$ cat src/rtl/nonce_search_ctrl_if.sv
// Job, hash-pipeline and result signals of the nonce search controller.
// slave = controller side, master = job source / hash core / result sink side.
interface nonce_search_ctrl_if #(
  parameter int NONCE_W = 32
);
  logic               job_valid;
  logic               job_ready;
  logic [127:0]       job_data;
  logic [7:0]         job_difficulty;
  logic               abort;
  logic               hash_i_valid;
  logic [127:0]       hash_i_data;
  logic               hash_o_valid;
  logic [127:0]       hash_o_data;
  logic               res_valid;
  logic               res_ready;
  logic               res_found;
  logic [NONCE_W-1:0] res_nonce;
  logic [127:0]       res_hash;
  logic               busy;
  logic               err;

  modport slave (
    input  job_valid, job_data, job_difficulty, abort, hash_o_valid, hash_o_data, res_ready,
    output job_ready, hash_i_valid, hash_i_data, res_valid, res_found, res_nonce, res_hash,
           busy, err
  );

  modport master (
    output job_valid, job_data, job_difficulty, abort, hash_o_valid, hash_o_data, res_ready,
    input  job_ready, hash_i_valid, hash_i_data, res_valid, res_found, res_nonce, res_hash,
           busy, err
  );
endinterface

$ cat src/rtl/nonce_search_ctrl.sv
// Drives a fixed-latency, in-order hash pipeline across the nonce space of one job and
// reports the first nonce whose hash has at least `difficulty` leading zero bits.
module nonce_search_ctrl #(
  parameter int NONCE_W      = 32,
  parameter int MAX_INFLIGHT = 16
) (
  input  logic                  clk,
  input  logic                  rst,
  nonce_search_ctrl_if.slave    bus
);
  localparam int PW = $clog2(MAX_INFLIGHT);
  localparam int CW = PW + 1;

  typedef enum logic [1:0] {IDLE, ISSUE, DRAIN, REPORT} state_t;

  state_t               r_state;
  logic [127:0]         r_tmpl;
  logic [7:0]           r_diff;
  logic [NONCE_W-1:0]   r_nonce;
  logic [NONCE_W-1:0]   r_fifo [MAX_INFLIGHT];
  logic [PW-1:0]        r_wp, r_rp;
  logic [CW-1:0]        r_cnt;
  logic                 r_hit, r_abort, r_err;
  logic [NONCE_W-1:0]   r_hit_nonce;
  logic [127:0]         r_hit_hash;
  logic                 r_res_valid, r_res_found;
  logic [NONCE_W-1:0]   r_res_nonce;
  logic [127:0]         r_res_hash;

  logic                 w_issue, w_pop, w_qual, w_hit_now, w_last, w_found;
  logic [7:0]           w_lz;
  logic [NONCE_W-1:0]   w_pop_nonce, w_fnonce;
  logic [127:0]         w_fhash, w_hdata;
  logic [CW-1:0]        w_cnt_nx;

  assign w_issue     = (r_state == ISSUE) && (r_cnt < CW'(MAX_INFLIGHT)) && !r_hit;
  assign w_pop       = bus.hash_o_valid && (r_cnt != '0);
  assign w_pop_nonce = r_fifo[r_rp];
  assign w_last      = (r_nonce == '1);
  assign w_cnt_nx    = r_cnt + CW'(w_issue) - CW'(w_pop);

  // Highest set bit wins; an all-zero hash keeps the default of 128.
  always_comb begin
    w_lz = 8'd128;
    for (int i = 0; i < 128; i++)
      if (bus.hash_o_data[i]) w_lz = 8'(127 - i);
  end

  assign w_qual    = (w_lz >= r_diff);
  assign w_hit_now = w_pop && w_qual && !r_hit && ((r_state == ISSUE) || (r_state == DRAIN));

  // The final drain cycle may itself carry the first hit, so bypass the hit registers.
  assign w_found  = !(r_abort || bus.abort) && (r_hit || w_hit_now);
  assign w_fnonce = r_hit ? r_hit_nonce : w_pop_nonce;
  assign w_fhash  = r_hit ? r_hit_hash  : bus.hash_o_data;

  always_comb begin
    w_hdata                = r_tmpl;
    w_hdata[NONCE_W-1:0]   = r_nonce;
  end

  assign bus.job_ready    = (r_state == IDLE);
  assign bus.busy         = (r_state != IDLE);
  assign bus.hash_i_valid = w_issue;
  assign bus.hash_i_data  = w_hdata;
  assign bus.res_valid    = r_res_valid;
  assign bus.res_found    = r_res_found;
  assign bus.res_nonce    = r_res_nonce;
  assign bus.res_hash     = r_res_hash;
  assign bus.err          = r_err;

  always_ff @(posedge clk)
    if (w_issue) r_fifo[r_wp] <= r_nonce;

  always_ff @(posedge clk) begin
    if (rst) begin
      r_state     <= IDLE;
      r_tmpl      <= '0;
      r_diff      <= '0;
      r_nonce     <= '0;
      r_wp        <= '0;
      r_rp        <= '0;
      r_cnt       <= '0;
      r_hit       <= 1'b0;
      r_abort     <= 1'b0;
      r_err       <= 1'b0;
      r_hit_nonce <= '0;
      r_hit_hash  <= '0;
      r_res_valid <= 1'b0;
      r_res_found <= 1'b0;
      r_res_nonce <= '0;
      r_res_hash  <= '0;
    end else begin
      if (bus.hash_o_valid && (r_cnt == '0)) r_err <= 1'b1;
      if (w_issue) begin
        r_wp    <= r_wp + 1'b1;
        r_nonce <= r_nonce + 1'b1;
      end
      if (w_pop) r_rp <= r_rp + 1'b1;
      r_cnt <= w_cnt_nx;
      if (w_hit_now) begin
        r_hit       <= 1'b1;
        r_hit_nonce <= w_pop_nonce;
        r_hit_hash  <= bus.hash_o_data;
      end
      case (r_state)
        IDLE: if (bus.job_valid) begin
          r_tmpl  <= bus.job_data;
          r_diff  <= (bus.job_difficulty > 8'd128) ? 8'd128 : bus.job_difficulty;
          r_nonce <= '0;
          r_hit   <= 1'b0;
          r_abort <= 1'b0;
          r_state <= ISSUE;
        end
        ISSUE: begin
          if (bus.abort) begin
            r_abort <= 1'b1;
            r_state <= DRAIN;
          end else if (w_hit_now || (w_issue && w_last)) begin
            r_state <= DRAIN;
          end
        end
        DRAIN: begin
          if (bus.abort) r_abort <= 1'b1;
          if (w_cnt_nx == '0) begin
            r_state     <= REPORT;
            r_res_valid <= 1'b1;
            r_res_found <= w_found;
            r_res_nonce <= w_found ? w_fnonce : '0;
            r_res_hash  <= w_found ? w_fhash  : '0;
          end
        end
        REPORT: if (bus.res_ready) begin
          r_state     <= IDLE;
          r_res_valid <= 1'b0;
          r_res_found <= 1'b0;
          r_res_nonce <= '0;
          r_res_hash  <= '0;
        end
        default: r_state <= IDLE;
      endcase
    end
  end
endmodule

$ cat src/flat_wrapper.sv
// flat-port wrapper written by rule: the top's interface ports become plain ports
module nonce_search_ctrl_flat 
#(
  parameter int NONCE_W      = 32,
  parameter int MAX_INFLIGHT = 16
)
  (clk, rst, bus_job_valid, bus_job_data, bus_job_difficulty, bus_abort, bus_hash_o_valid, bus_hash_o_data, bus_res_ready, bus_job_ready, bus_hash_i_valid, bus_hash_i_data, bus_res_valid, bus_res_found, bus_res_nonce, bus_res_hash, bus_busy, bus_err);
  nonce_search_ctrl_if #(.NONCE_W(NONCE_W)) bus_i ();
  input  logic clk;
  input  logic rst;
  input wire logic [$bits(bus_i.job_valid)-1:0] bus_job_valid;
  input wire logic [$bits(bus_i.job_data)-1:0] bus_job_data;
  input wire logic [$bits(bus_i.job_difficulty)-1:0] bus_job_difficulty;
  input wire logic [$bits(bus_i.abort)-1:0] bus_abort;
  input wire logic [$bits(bus_i.hash_o_valid)-1:0] bus_hash_o_valid;
  input wire logic [$bits(bus_i.hash_o_data)-1:0] bus_hash_o_data;
  input wire logic [$bits(bus_i.res_ready)-1:0] bus_res_ready;
  output wire logic [$bits(bus_i.job_ready)-1:0] bus_job_ready;
  output wire logic [$bits(bus_i.hash_i_valid)-1:0] bus_hash_i_valid;
  output wire logic [$bits(bus_i.hash_i_data)-1:0] bus_hash_i_data;
  output wire logic [$bits(bus_i.res_valid)-1:0] bus_res_valid;
  output wire logic [$bits(bus_i.res_found)-1:0] bus_res_found;
  output wire logic [$bits(bus_i.res_nonce)-1:0] bus_res_nonce;
  output wire logic [$bits(bus_i.res_hash)-1:0] bus_res_hash;
  output wire logic [$bits(bus_i.busy)-1:0] bus_busy;
  output wire logic [$bits(bus_i.err)-1:0] bus_err;
  assign bus_i.job_valid = bus_job_valid;
  assign bus_i.job_data = bus_job_data;
  assign bus_i.job_difficulty = bus_job_difficulty;
  assign bus_i.abort = bus_abort;
  assign bus_i.hash_o_valid = bus_hash_o_valid;
  assign bus_i.hash_o_data = bus_hash_o_data;
  assign bus_i.res_ready = bus_res_ready;
  assign bus_job_ready = bus_i.job_ready;
  assign bus_hash_i_valid = bus_i.hash_i_valid;
  assign bus_hash_i_data = bus_i.hash_i_data;
  assign bus_res_valid = bus_i.res_valid;
  assign bus_res_found = bus_i.res_found;
  assign bus_res_nonce = bus_i.res_nonce;
  assign bus_res_hash = bus_i.res_hash;
  assign bus_busy = bus_i.busy;
  assign bus_err = bus_i.err;
  nonce_search_ctrl #(.NONCE_W(NONCE_W), .MAX_INFLIGHT(MAX_INFLIGHT)) u_core (.clk(clk), .rst(rst), .bus(bus_i));
endmodule
$ cat config.mk
export PLATFORM = sky130hd
export DESIGN_NAME = nonce_search_ctrl_flat
export DESIGN_NICKNAME = d
export VERILOG_FILES = /design/src/rtl/nonce_search_ctrl_if.sv /design/src/rtl/nonce_search_ctrl.sv /design/src/flat_wrapper.sv
export SDC_FILE = /design/constraint.sdc
export NUM_CORES = 1
export LEC_CHECK = 0
export CAP_MARGIN = 5
export CORE_MARGIN = 2
export CORE_UTILIZATION = 30
export CTS_BUF_LIST = sky130_fd_sc_hd__clkbuf_4
export DETAILED_ROUTE_END_ITERATION = 10
export MAX_ROUTING_LAYER = met4
export PLACE_DENSITY_LB_ADDON = 0.12
export SLEW_MARGIN = 20
export SYNTH_ARGS = -nofsm -noshare
export SYNTH_HDL_FRONTEND = slang
export SYNTH_SLANG_ARGS = --single-unit
$ cat constraint.sdc
create_clock -name clk -period 6 [get_ports clk]
set_clock_uncertainty 0.2 [all_clocks]
set_input_delay 1.2 -clock clk [delete_from_list [all_inputs] [get_ports clk]]
set_output_delay 1.2 -clock clk [all_outputs]
set_load 0.03 [all_outputs]
==> impl_metrics.env <==
export IMPL_status="completed"
export IMPL_arrival_ns=6.08
export IMPL_p_per_area_nw_per_um2=353
export IMPL_critPathBufInv=4
export IMPL_synth_top_family_by_area="multiplexers"
export IMPL_cts_tree="done"
export IMPL_holdWs_ns=0.254
export IMPL_final_util=0.396
export IMPL_drtAntennaViolNets=0
export IMPL_ys_async_sr_fraction=0
export IMPL_required_ns=6.88
export IMPL_fin_area_um2=50500
export IMPL_hold_violations=0
export IMPL_grt_pass1_vias=28079
export IMPL_rsz0062_at_grt="no"
export IMPL_fp_coreArea_um2=128000
export IMPL_final_nets=3925
export IMPL_setup_violations=0
export IMPL_yosys_area_share_simple=0.0774
export IMPL_via_per_inst=4.97
export IMPL_synth_area_leaders="edfxtp_1 40%, dfxtp_1 25%, mux4_2 9.3%"
export IMPL_syn_area_um2=38600
export IMPL_synth_compound_area_share=0.105
export IMPL_grt_start_max_net_pins=120
export IMPL_layout_drive_gt1_share=0.214
export IMPL_slew_headroom=0.228
export IMPL_hold_path_depth=2
export IMPL_r2r_setup_slack_ns=1.61
export IMPL_post_route_min_period_ns=5.20
export IMPL_crit_family="compound AO/OA/AOI/OAI gates"
export IMPL_synth_edf_count=512
export IMPL_crit_path_frequent_cell="buf_4"
export IMPL_io_pins=564
export IMPL_gp_congestion=0.880
export IMPL_worst_slew_pin_slew_ns=1.16
export IMPL_cp_slowest_cell="a311oi_1"
export IMPL_die_area_um2=131000
export IMPL_synth_top_area_frac=0.399
export IMPL_syn_to_final_growth_pct=31.0
export IMPL_timing_critical_path_from="bus_hash_o_data[28]"
export IMPL_start_kind="input port"
export IMPL_die_w_um=363
export IMPL_crit_chain="clkdlybuf4s50_1, nor3_1, buf_4, and4b_1, o211ai_1, a311oi_1, o21ai_0, a211oi_1, buf_4, ha_1, nand2b_1, a211oi_1, o21ai_1, and4_4, buf_4, a2111oi_2, or3b_4, mux2i_1"
export IMPL_cts_root_buf="clkbuf_4"
export IMPL_p_leak_nw=17.0
export IMPL_path_clk_slew_ns=0.06
export IMPL_drt_iter0_drc=1926
export IMPL_syn_num_nets=3104
export IMPL_hpwl_um=85300
export IMPL_die_h_um=363
export IMPL_synth_xor_area_share=0.00908
export IMPL_tns_ns=0
export IMPL_yosys_area_top_type="edfxtp_1"
export IMPL_postCtsSetupRepairBufs=0
export IMPL_grt_overflow=0
export IMPL_slowest_delay_ns=0.79
export IMPL_yosysMostFrequentCell="edfxtp_1"
export IMPL_yosysWarnings=0
export IMPL_ys_types=71
export IMPL_r2r_end="u_core.bus.res_nonce[7]"
export IMPL_wl_um=130000
export IMPL_firstDrtPassIters=6
export IMPL_power_w=0.0178
export IMPL_grt_pass1_wl_um=188000
export IMPL_synthTopCellsByCount="512 x edfxtp_1, 480 x dfxtp_1, 301 x nand2_1"
export IMPL_numCtsBuffers=294
export IMPL_via_count=27376
export IMPL_post_dp_cell_area_um2=46900
export IMPL_whs_endpoint="u_core.r_hit_hash[10]"
export IMPL_cp_max_fo=5
export IMPL_grtUsageTotal=0.200
export IMPL_rr_worst_depth=17
export IMPL_crit_type="input port to flop"
export IMPL_maxCapViolCount=0
export IMPL_row_count=131
export IMPL_htree_levels=5
export IMPL_r2r_start="u_core.r_cnt[2]"
export IMPL_hp_class="flop to flop"
export IMPL_drc=0
export IMPL_antenna_found_initial=18
export IMPL_muxShareOfSynthArea=0.127
export IMPL_slew_viol_final=0
export IMPL_cts_buffer_depth=4
export IMPL_portBuffers=531
export IMPL_avgSynthCellArea_um2=13.7
export IMPL_ctsHoldBuffers=0
export IMPL_max_freq_ghz=0.192
export IMPL_synth_fa_ha_area_frac=0.00831
export IMPL_clk_latency_ns=1.19
export IMPL_ir_drop_v=0.000183
export IMPL_ys_seq_area_frac=0.648
export IMPL_cts_resized_gates=0
export IMPL_synth_seq_cells=992
export IMPL_cts_sinks=992
export IMPL_routedWlPerCell_um=23.6
export IMPL_hold_start="u_core.r_hit_hash[10]"
export IMPL_endpoint_kind="flop"
export IMPL_initial_core_util=0.302
export IMPL_fin_crit_sh=0.867
export IMPL_synthCells=2809
export IMPL_synth_top_flop_cell="edfxtp_1"
[flip-flops by register name (all words and copies together), names as in the netlist, 2 cells and up, named ones only]
name and cells:
u_core.r_hit_nonce 32, u_core.r_cnt 5, u_core.r_wp 4, u_core.r_rp 4
u_core.bus.res_nonce 32, u_core.r_nonce 32, u_core.r_tmpl 96, u_core.r_fifo 512
u_core.r_state 2, u_core.bus.res_hash 128, u_core.r_hit_hash 128, u_core.r_diff 8
[power breakdown]
| group | internal [W] | total, W | switching (W) | leakage [nW] |
|---|---|---|---|---|
| clock | 0.00344 | 0.00629 | 0.00285 | 2.15 |
| combinational | 0.00168 | 0.00371 | 0.00203 | 6.24 |
| sequential | 0.00753 | 0.00783 | 0.000303 | 8.64 |
[how the worst max path moves through the flow]
stage | slack, ns | endpoint | cells past startpoint
2_1_floorplan | 1.38 | u_core.bus.res_hash[100] | 17
3_3_place_gp | -0.34 | u_core.bus.res_hash[63] | 19
3_5_place_dp | -0.42 | u_core.bus.res_hash[88] | 18
4_1_cts | 0.87 | u_core.bus.res_hash[98] | 18
5_1_grt | 0.63 | u_core.r_state[1] | 19
6_report | 0.80 | u_core.r_state[1] | 18
[routing by layer]
layer  share of wire  up-vias  wire length, um  GRT usage
li1                -    12528                -          -
met1            0.44    13625            56800      0.251
met2            0.47      951            61300      0.309
met3           0.065      272             8400     0.0524
met4           0.028        0             3610     0.0774
met5               0        -                0          -
[worst register-to-register path, cell delays in order, from the launching register on]
cell and delay [ns]:
dfxtp_1 0.32, inv_1 0.08, ha_1 0.15, nor4b_1 0.36
nor2b_1 0.16, ha_1 0.30, inv_1 0.06, ha_1 0.16
inv_1 0.06, fa_1 0.42, nand2b_1 0.16, a21oi_1 0.18
or3_1 0.16, nand4_1 0.21, a211oi_1 0.51, nor2_4 0.21
buf_12 0.30, o2bb2ai_1 0.19
[placed cells by master, fill, tap and decap left out, drive strengths merged, types with 25 or more instances in the layout]
| master | instances |
|---|---|
| clkdlybuf4s50 | 530 |
| edfxtp | 512 |
| dfxtp | 480 |
| clkbuf | 440 |
| nand2 | 302 |
| a21oi | 226 |
| buf | 168 |
| nor2 | 164 |
| o2bb2ai | 160 |
| mux4 | 160 |
| mux2i | 131 |
| a22o | 97 |
| inv | 51 |
| clkinv | 40 |
| and2 | 34 |
| nor4 | 34 |
| nor3 | 33 |
| o21ai | 31 |
| xor2 | 30 |
| nand3 | 25 |
[logic make-up (layout without fill, tap and decap cells)]
logic type / after synthesis / after routing
AOI/OAI and AO/OA: 577 / 577
xor gates and xnor gates: 40 / 40
adders and majority gates: 25 / 25
buffers and inverters: 221 / 1232
DFF: 992 / 992
muxes: 291 / 291
other: 0 / 24
and+or+nand+nor: 663 / 663
[area by class of cell]
cell class | instances | area, um^2
Antenna cell | 24 | 60.1
Clock buffer | 440 | 3300
Clock inverter | 46 | 256
Fill cell | 12021 | 77000
Inverter | 48 | 180
Multi-Input combinational cell | 1596 | 12800
Sequential cell | 992 | 25000
Tap cell | 1662 | 2080
Timing Repair Buffer | 698 | 6850
[through the flow]
stage | worst slack (ns) | cells
after floorplan | 1.38 | 2809
after global placement | -0.344 | 4995
after detailed placement | -0.421 | 4995
after CTS | 0.870 | 5481
after global routing | 0.627 | 5503
final | 0.797 | 5506
Note: power is estimated with default switching activity, not from simulation.
==> RTL change 1, RTL diff (same settings) <==
`NONCE_W` is set to 32 in 3 places; all go to 36.
--- a/src/rtl/nonce_search_ctrl_if.sv
+++ b/src/rtl/nonce_search_ctrl_if.sv
@@ -1,7 +1,7 @@
 // Job, hash-pipeline and result signals of the nonce search controller.
 // slave = controller side, master = job source / hash core / result sink side.
 interface nonce_search_ctrl_if #(
-  parameter int NONCE_W = 32
+  parameter int NONCE_W = 36
 );
   logic               job_valid;
   logic               job_ready;
--- a/src/rtl/nonce_search_ctrl.sv
+++ b/src/rtl/nonce_search_ctrl.sv
@@ -1,7 +1,7 @@
 // Drives a fixed-latency, in-order hash pipeline across the nonce space of one job and
 // reports the first nonce whose hash has at least `difficulty` leading zero bits.
 module nonce_search_ctrl #(
-  parameter int NONCE_W      = 32,
+  parameter int NONCE_W      = 36,
   parameter int MAX_INFLIGHT = 16
 ) (
   input  logic                  clk,
--- a/src/flat_wrapper.sv
+++ b/src/flat_wrapper.sv
@@ -1,7 +1,7 @@
 // flat-port wrapper written by rule: the top's interface ports become plain ports
 module nonce_search_ctrl_flat 
 #(
-  parameter int NONCE_W      = 32,
+  parameter int NONCE_W      = 36,
   parameter int MAX_INFLIGHT = 16
 )
   (clk, rst, bus_job_valid, bus_job_data, bus_job_difficulty, bus_abort, bus_hash_o_valid, bus_hash_o_data, bus_res_ready, bus_job_ready, bus_hash_i_valid, bus_hash_i_data, bus_res_valid, bus_res_found, bus_res_nonce, bus_res_hash, bus_busy, bus_err);
Interface: changed (resized bus_res_nonce); port bits go from 564 to 568. No check against the original RTL was run, so the function may have changed too.
==> RTL change 1 against the original RTL <==
- synthesized cell count grew 18%
- design area grew 7.8%
- routed wire length grew 7.8%
- global-route usage shrank 0.29 points
- sequential cell count grew 72
- die area grew 10%
- hold slack lost 0.013 ns
- area after synthesis grew 10%
- power grew 7.1%
- setup slack gained 0.42 ns
- critical path depth shrank 2
- critical path type unchanged
- critical endpoint is now u_core.r_hit_hash[69]
==> RTL change 1: results (changes against the original RTL) <==
| Metric | Value |
|---|---|
| Critical path origin | bus_hash_o_data[5] |
| Share of final-layout standard cells stronger than drive strength 1 | 0.2224 (+0.008739) |
| Top cells by area in the synthesized netlist | edfxtp_1, dfxtp_1, mux4_2 |
| Least-Margin Pin Slew | 1.101 ns (-0.05753 ns) |
| Longest individual stage delay on the worst path | 0.64 ns (-0.15 ns) |
| Fraction of synthesized cell area in xor and xnor cells | 0.008667 (-0.0004180) |
| Worst vdd ir | 158.5 µV (-14%) |
| Fill count | 13,916 (+16%) |
| Detailed-placement wirelength estimate | 91,190 µm (+6.9%) |
| Flip-flop count of the largest register after layout | 576 (+13%) |
| Startpoint of the worst hold path | rst |
| Post-synthesis net count | 3,604 (+16%) |
| Leakage power figure | 18.22 nW (+7.0%) |
| Post-layout net count | 4,390 (+12%) |
| Arrival time of data at the critical path endpoint | 5.65 ns (-0.43 ns) |
| Status | completed |
| Vias in the first global route | 29,614 (+5.5%) |
| Critical register-to-register path endpoint | u_core.bus.res_hash[124] |
| Reg-to-reg slack, setup | 1.68 ns (+0.07 ns) |
| Clock latency at the later pin of the worst-skew pair | 1.23 ns (+0.04 ns) |
| Critical path capture point | u_core.r_hit_hash[69] |
| P_seq | 8.31 mW (+6.1%) |
| Initial detailed-routing violation count | 1,583 (-18%) |
| Cells on worst reg2reg path | 19 (+2) |
| Share of the synthesized area in compound gates (AO/OA/AOI/OAI) | 0.08499 (-0.02023) |
| Number of buffers added by the clock tree synthesis step | 322 (+9.5%) |
| Cell total after placement | 5,661 (+13%) |
| Source of the worst register-to-register timing path | u_core.r_cnt[3] |
| Switching component of the power | 5.650 mW (+9.0%) |
| Maximum number of pins on one net before global-route repair | 124 (+3.3%) |
| First-pass GRT wire length | 204,900 µm (+8.9%) |
| Mux share of post-synthesis cell area | 0.1264 (-0.001042) |
==> RTL change 1: layout make-up <==
class | instances | share of cell area
antenna | 5 | 0.0002299
clock buffer | 481 | 0.06635
clock inverter | 52 | 0.004828
inverter | 44 | 0.003035
multi-input combinational | 2006 | 0.2631
sequential | 1064 | 0.4977
tap | 1890 | 0.04345
timing repair buffer | 657 | 0.1213
==> RTL change 1: metal layers <==
| metal | global-route usage | vias up | routed length [µm] |
|---|---|---|---|
| met4 | 0.05342 | 0 | 2384 |
| met5 | - | - | 0 |
| met3 | 0.05111 | 195 | 8139 |
| li1 | - | 13851 | - |
| met1 | 0.2518 | 14475 | 62620 |
| met2 | 0.3100 | 824 | 67050 |
==> RTL change 1: how the worst min path moves through the flow <==
stage	to	slack [ns]	depth (start not counted)
6_report	u_core.r_hit_hash[106]	0.24	2
5_1_grt	u_core.r_hit_hash[106]	0.12	2
4_1_cts	u_core.bus.res_found	0.07	2
3_5_place_dp	u_core.bus.res_hash[74]	0.24	2
3_3_place_gp	u_core.bus.res_hash[52]	0.24	2
2_1_floorplan	u_core.r_diff[1]	0.23	2
==> RTL change 1: metrics by stage <==
step           setup TNS (ns)  cell area (µm²)  hold slack (ns)  setup WS, ns
6_report                    0            54420           0.2409         1.213
5_1_grt                     0            54420           0.1171         1.033
4_1_cts                     0            54410          0.06776         1.257
3_5_place_dp           -3.740            50540           0.2427      -0.06480
3_3_place_gp           -11.40            50450           0.2378       -0.1131
2_1_floorplan               0            42440           0.2319         1.242
==> RTL change 1: worst reg2reg max path: cells and delay by family, from the launching register on <==
family | cells | cell delay (ns)
buffers and inverters | 6 | 0.73
adder cells (fa/ha/maj) | 4 | 0.98
XOR/XNOR | 1 | 0.18
flip-flops | 1 | 0.32
AND/OR/NAND/NOR | 6 | 1.54
AO/OA/AOI/OAI | 2 | 0.29
==> RTL change 2, RTL diff (config.mk and constraints unchanged) <==
Made on the original files. The 4 states of `state_t` get a one-hot encoding in 4 bits.
--- a/src/rtl/nonce_search_ctrl.sv
+++ b/src/rtl/nonce_search_ctrl.sv
@@ -11,7 +11,7 @@
   localparam int PW = $clog2(MAX_INFLIGHT);
   localparam int CW = PW + 1;
 
-  typedef enum logic [1:0] {IDLE, ISSUE, DRAIN, REPORT} state_t;
+  typedef enum logic [3:0] {IDLE = 4'b0001, ISSUE = 4'b0010, DRAIN = 4'b0100, REPORT = 4'b1000} state_t;
 
   state_t               r_state;
   logic [127:0]         r_tmpl;
Behaviour: same outputs for any inputs over 4 cycles, from zero or initial values and one cycle with rst high; so few cycles prove little.
==> RTL change 2 against the original RTL <==
- area after synthesis is 3.6% higher
- routed wire length is 3.7% higher
- non-clock buffer count is 46 higher
- die area is 3.6% higher
- power is 12% lower
- design area is 3.7% higher
- setup slack worse by 0.012 ns
- sequential cell count is 2 higher
- largest cell class unchanged
- largest power group unchanged
==> RTL change 2: results (changes against the original RTL) <==
| Metric | Value |
|---|---|
| Synthesized-area fraction occupied by adder cells | 0.006764 (-0.001542) |
| Fill count | 12,865 (+7.0%) |
| Part of the Yosys area used for sequential elements | 0.6263 (-0.02160) |
| Clock latency at the later pin of the worst-skew pair | 1.15 ns (-0.04 ns) |
| Hold Path Sink | u_core.r_tmpl[61] |
| Detailed-placement wirelength estimate | 87,620 µm (+2.8%) |
| Synth cell count leaders | edfxtp_1, nand2_1, dfxtp_1 |
| PD cells | 300.6 nW/µm² (-15%) |
| Top cells by area in the synthesized netlist | edfxtp_1, dfxtp_1, mux4_2 |
| Overall fraction of global-route tracks in use | 0.1997 (-0.0003350) |
| Post-synthesis net count | 3,398 (+9.5%) |
| Detail Route met2 WL | 63,460 µm (+3.5%) |
| Met1 Track Usage GR | 0.2588 (+0.008102) |
| Share of final-layout standard cells stronger than drive strength 1 | 0.2311 (+0.01749) |
| Met3 global-route usage | 0.04873 (-0.003681) |
| Fraction of synthesized cell area in xor and xnor cells | 0.008987 (-0.00009771) |
| Share of total power in sequential cells | 0.469 (+0.030) |
| Status | completed |
| Initial Util | 0.3032 (+0.0007629) |
| Switching part of the total power | 0.2615 (-0.02927) |
| Arrival time of data at the critical path endpoint | 6.00 ns (-0.08 ns) |
| Initial antenna violation count | 17 (-1) |
| Worst vdd ir | 179.8 µV (-2.0%) |
| Cells on worst reg2reg path | 17 (unchanged) |
| Critical path capture point | u_core.bus.res_hash[24] |
| Flip-flop count of the largest register after layout | 512 (unchanged) |
| Via count | 28,587 (+4.4%) |
| Count of cell types in the netlist | 62 (-13%) |
| First-pass GRT wire length | 195,500 µm (+3.9%) |
| Met2 usage in global routing | 0.3053 (-0.004027) |
| Combinational power | 1.93 mW (-48%) |
| Highest fanout seen on the critical path | 13 (+8) |
| Leakage power figure | 17.41 nW (+2.2%) |
| Met3 Routed Length | 7219 µm (-14%) |
| Maximum number of pins on one net before global-route repair | 146 (+22%) |
| Number of buffers added by the clock tree synthesis step | 303 (+3.1%) |
| Post-layout net count | 4,247 (+8.2%) |
| Share of the synthesized area in compound gates (AO/OA/AOI/OAI) | 0.1236 (+0.01837) |
| Mux share of post-synthesis cell area | 0.1127 (-0.01472) |
| Met1 WL | 61,280 µm (+7.9%) |
| Startpoint of the worst hold path | u_core.r_tmpl[61] |
| Reg-to-reg slack, setup | 0.96 ns (-0.65 ns) |
| Source of the worst register-to-register timing path | u_core.r_state[3] |
| Initial detailed-routing violation count | 1,745 (-9.4%) |
| Final weighted congestion in routability-driven placement | 0.8241 (-6.4%) |
| Vias in the first global route | 28,653 (+2.0%) |
| Total Wirelength | 134,900 µm (+3.7%) |
| Worst slew slack as a fraction of its limit | 0.2672 (+0.03947) |
| Critical register-to-register path endpoint | u_core.bus.res_hash[20] |
RTL change 2: changes by cell type after synthesis, moves of 31 or more:
cell and delta:
a211oi_1 +57, o2bb2ai_1 -118, nor2b_1 +35, mux2i_1 +31
mux4_2 -32, o2bb2ai_2 +120, a22o_1 -97, nand2_1 +196
a21oi_1 +110, clkbuf_1 +36
RTL change 2: kinds of logic (layout without fill, tap and decap cells):
logic type | Yosys count | count (layout)
flip-flops | 994 | 994
AND/OR/NAND/NOR | 869 | 869
AO/OA/AOI/OAI | 647 | 647
multiplexers | 290 | 290
buffers and inverters | 245 | 1292
XOR/XNOR | 41 | 41
adder cells (fa/ha/maj) | 21 | 21
other | 0 | 20
RTL change 2: final cells by class:
class / count / area share
timing repair buffer: 744 / 0.1379
antenna: 20 / 0.0009560
inverter: 45 / 0.003226
sequential: 994 / 0.4783
clock buffer: 450 / 0.06453
tap: 1755 / 0.04194
clock inverter: 53 / 0.004995
multi-input combinational: 1868 / 0.2681
RTL change 2: worst max-delay path, stage by stage:
cell,delay (ns)
clkdlybuf4s50_1,0.42
nor4_1,0.45
buf_4,0.21
nand3_1,0.10
nor2b_1,0.22
a21oi_1,0.10
nor3_1,0.14
buf_4,0.16
o311ai_0,0.11
buf_4,0.17
a2111oi_0,0.76
buf_4,0.23
ha_1,0.21
and3_1,0.18
a31oi_1,0.26
buf_4,0.17
a21oi_4,0.07
nor2_1,0.14
or2_4,0.23
buf_12,0.19
buf_12,0.18
o2bb2ai_2,0.07
RTL change 2: metrics by stage:
stage	setup WS, ns	cells	cell area, µm²	hold WS, ns
after floorplan	1.182	3107	39960	0.2319
after global placement	-0.2840	5404	48610	0.2410
after detailed placement	-0.2919	5406	48660	0.2455
after CTS	0.7889	5909	52300	0.1084
after global routing	0.6927	5926	52350	0.1233
final	0.7850	5929	52350	0.2513
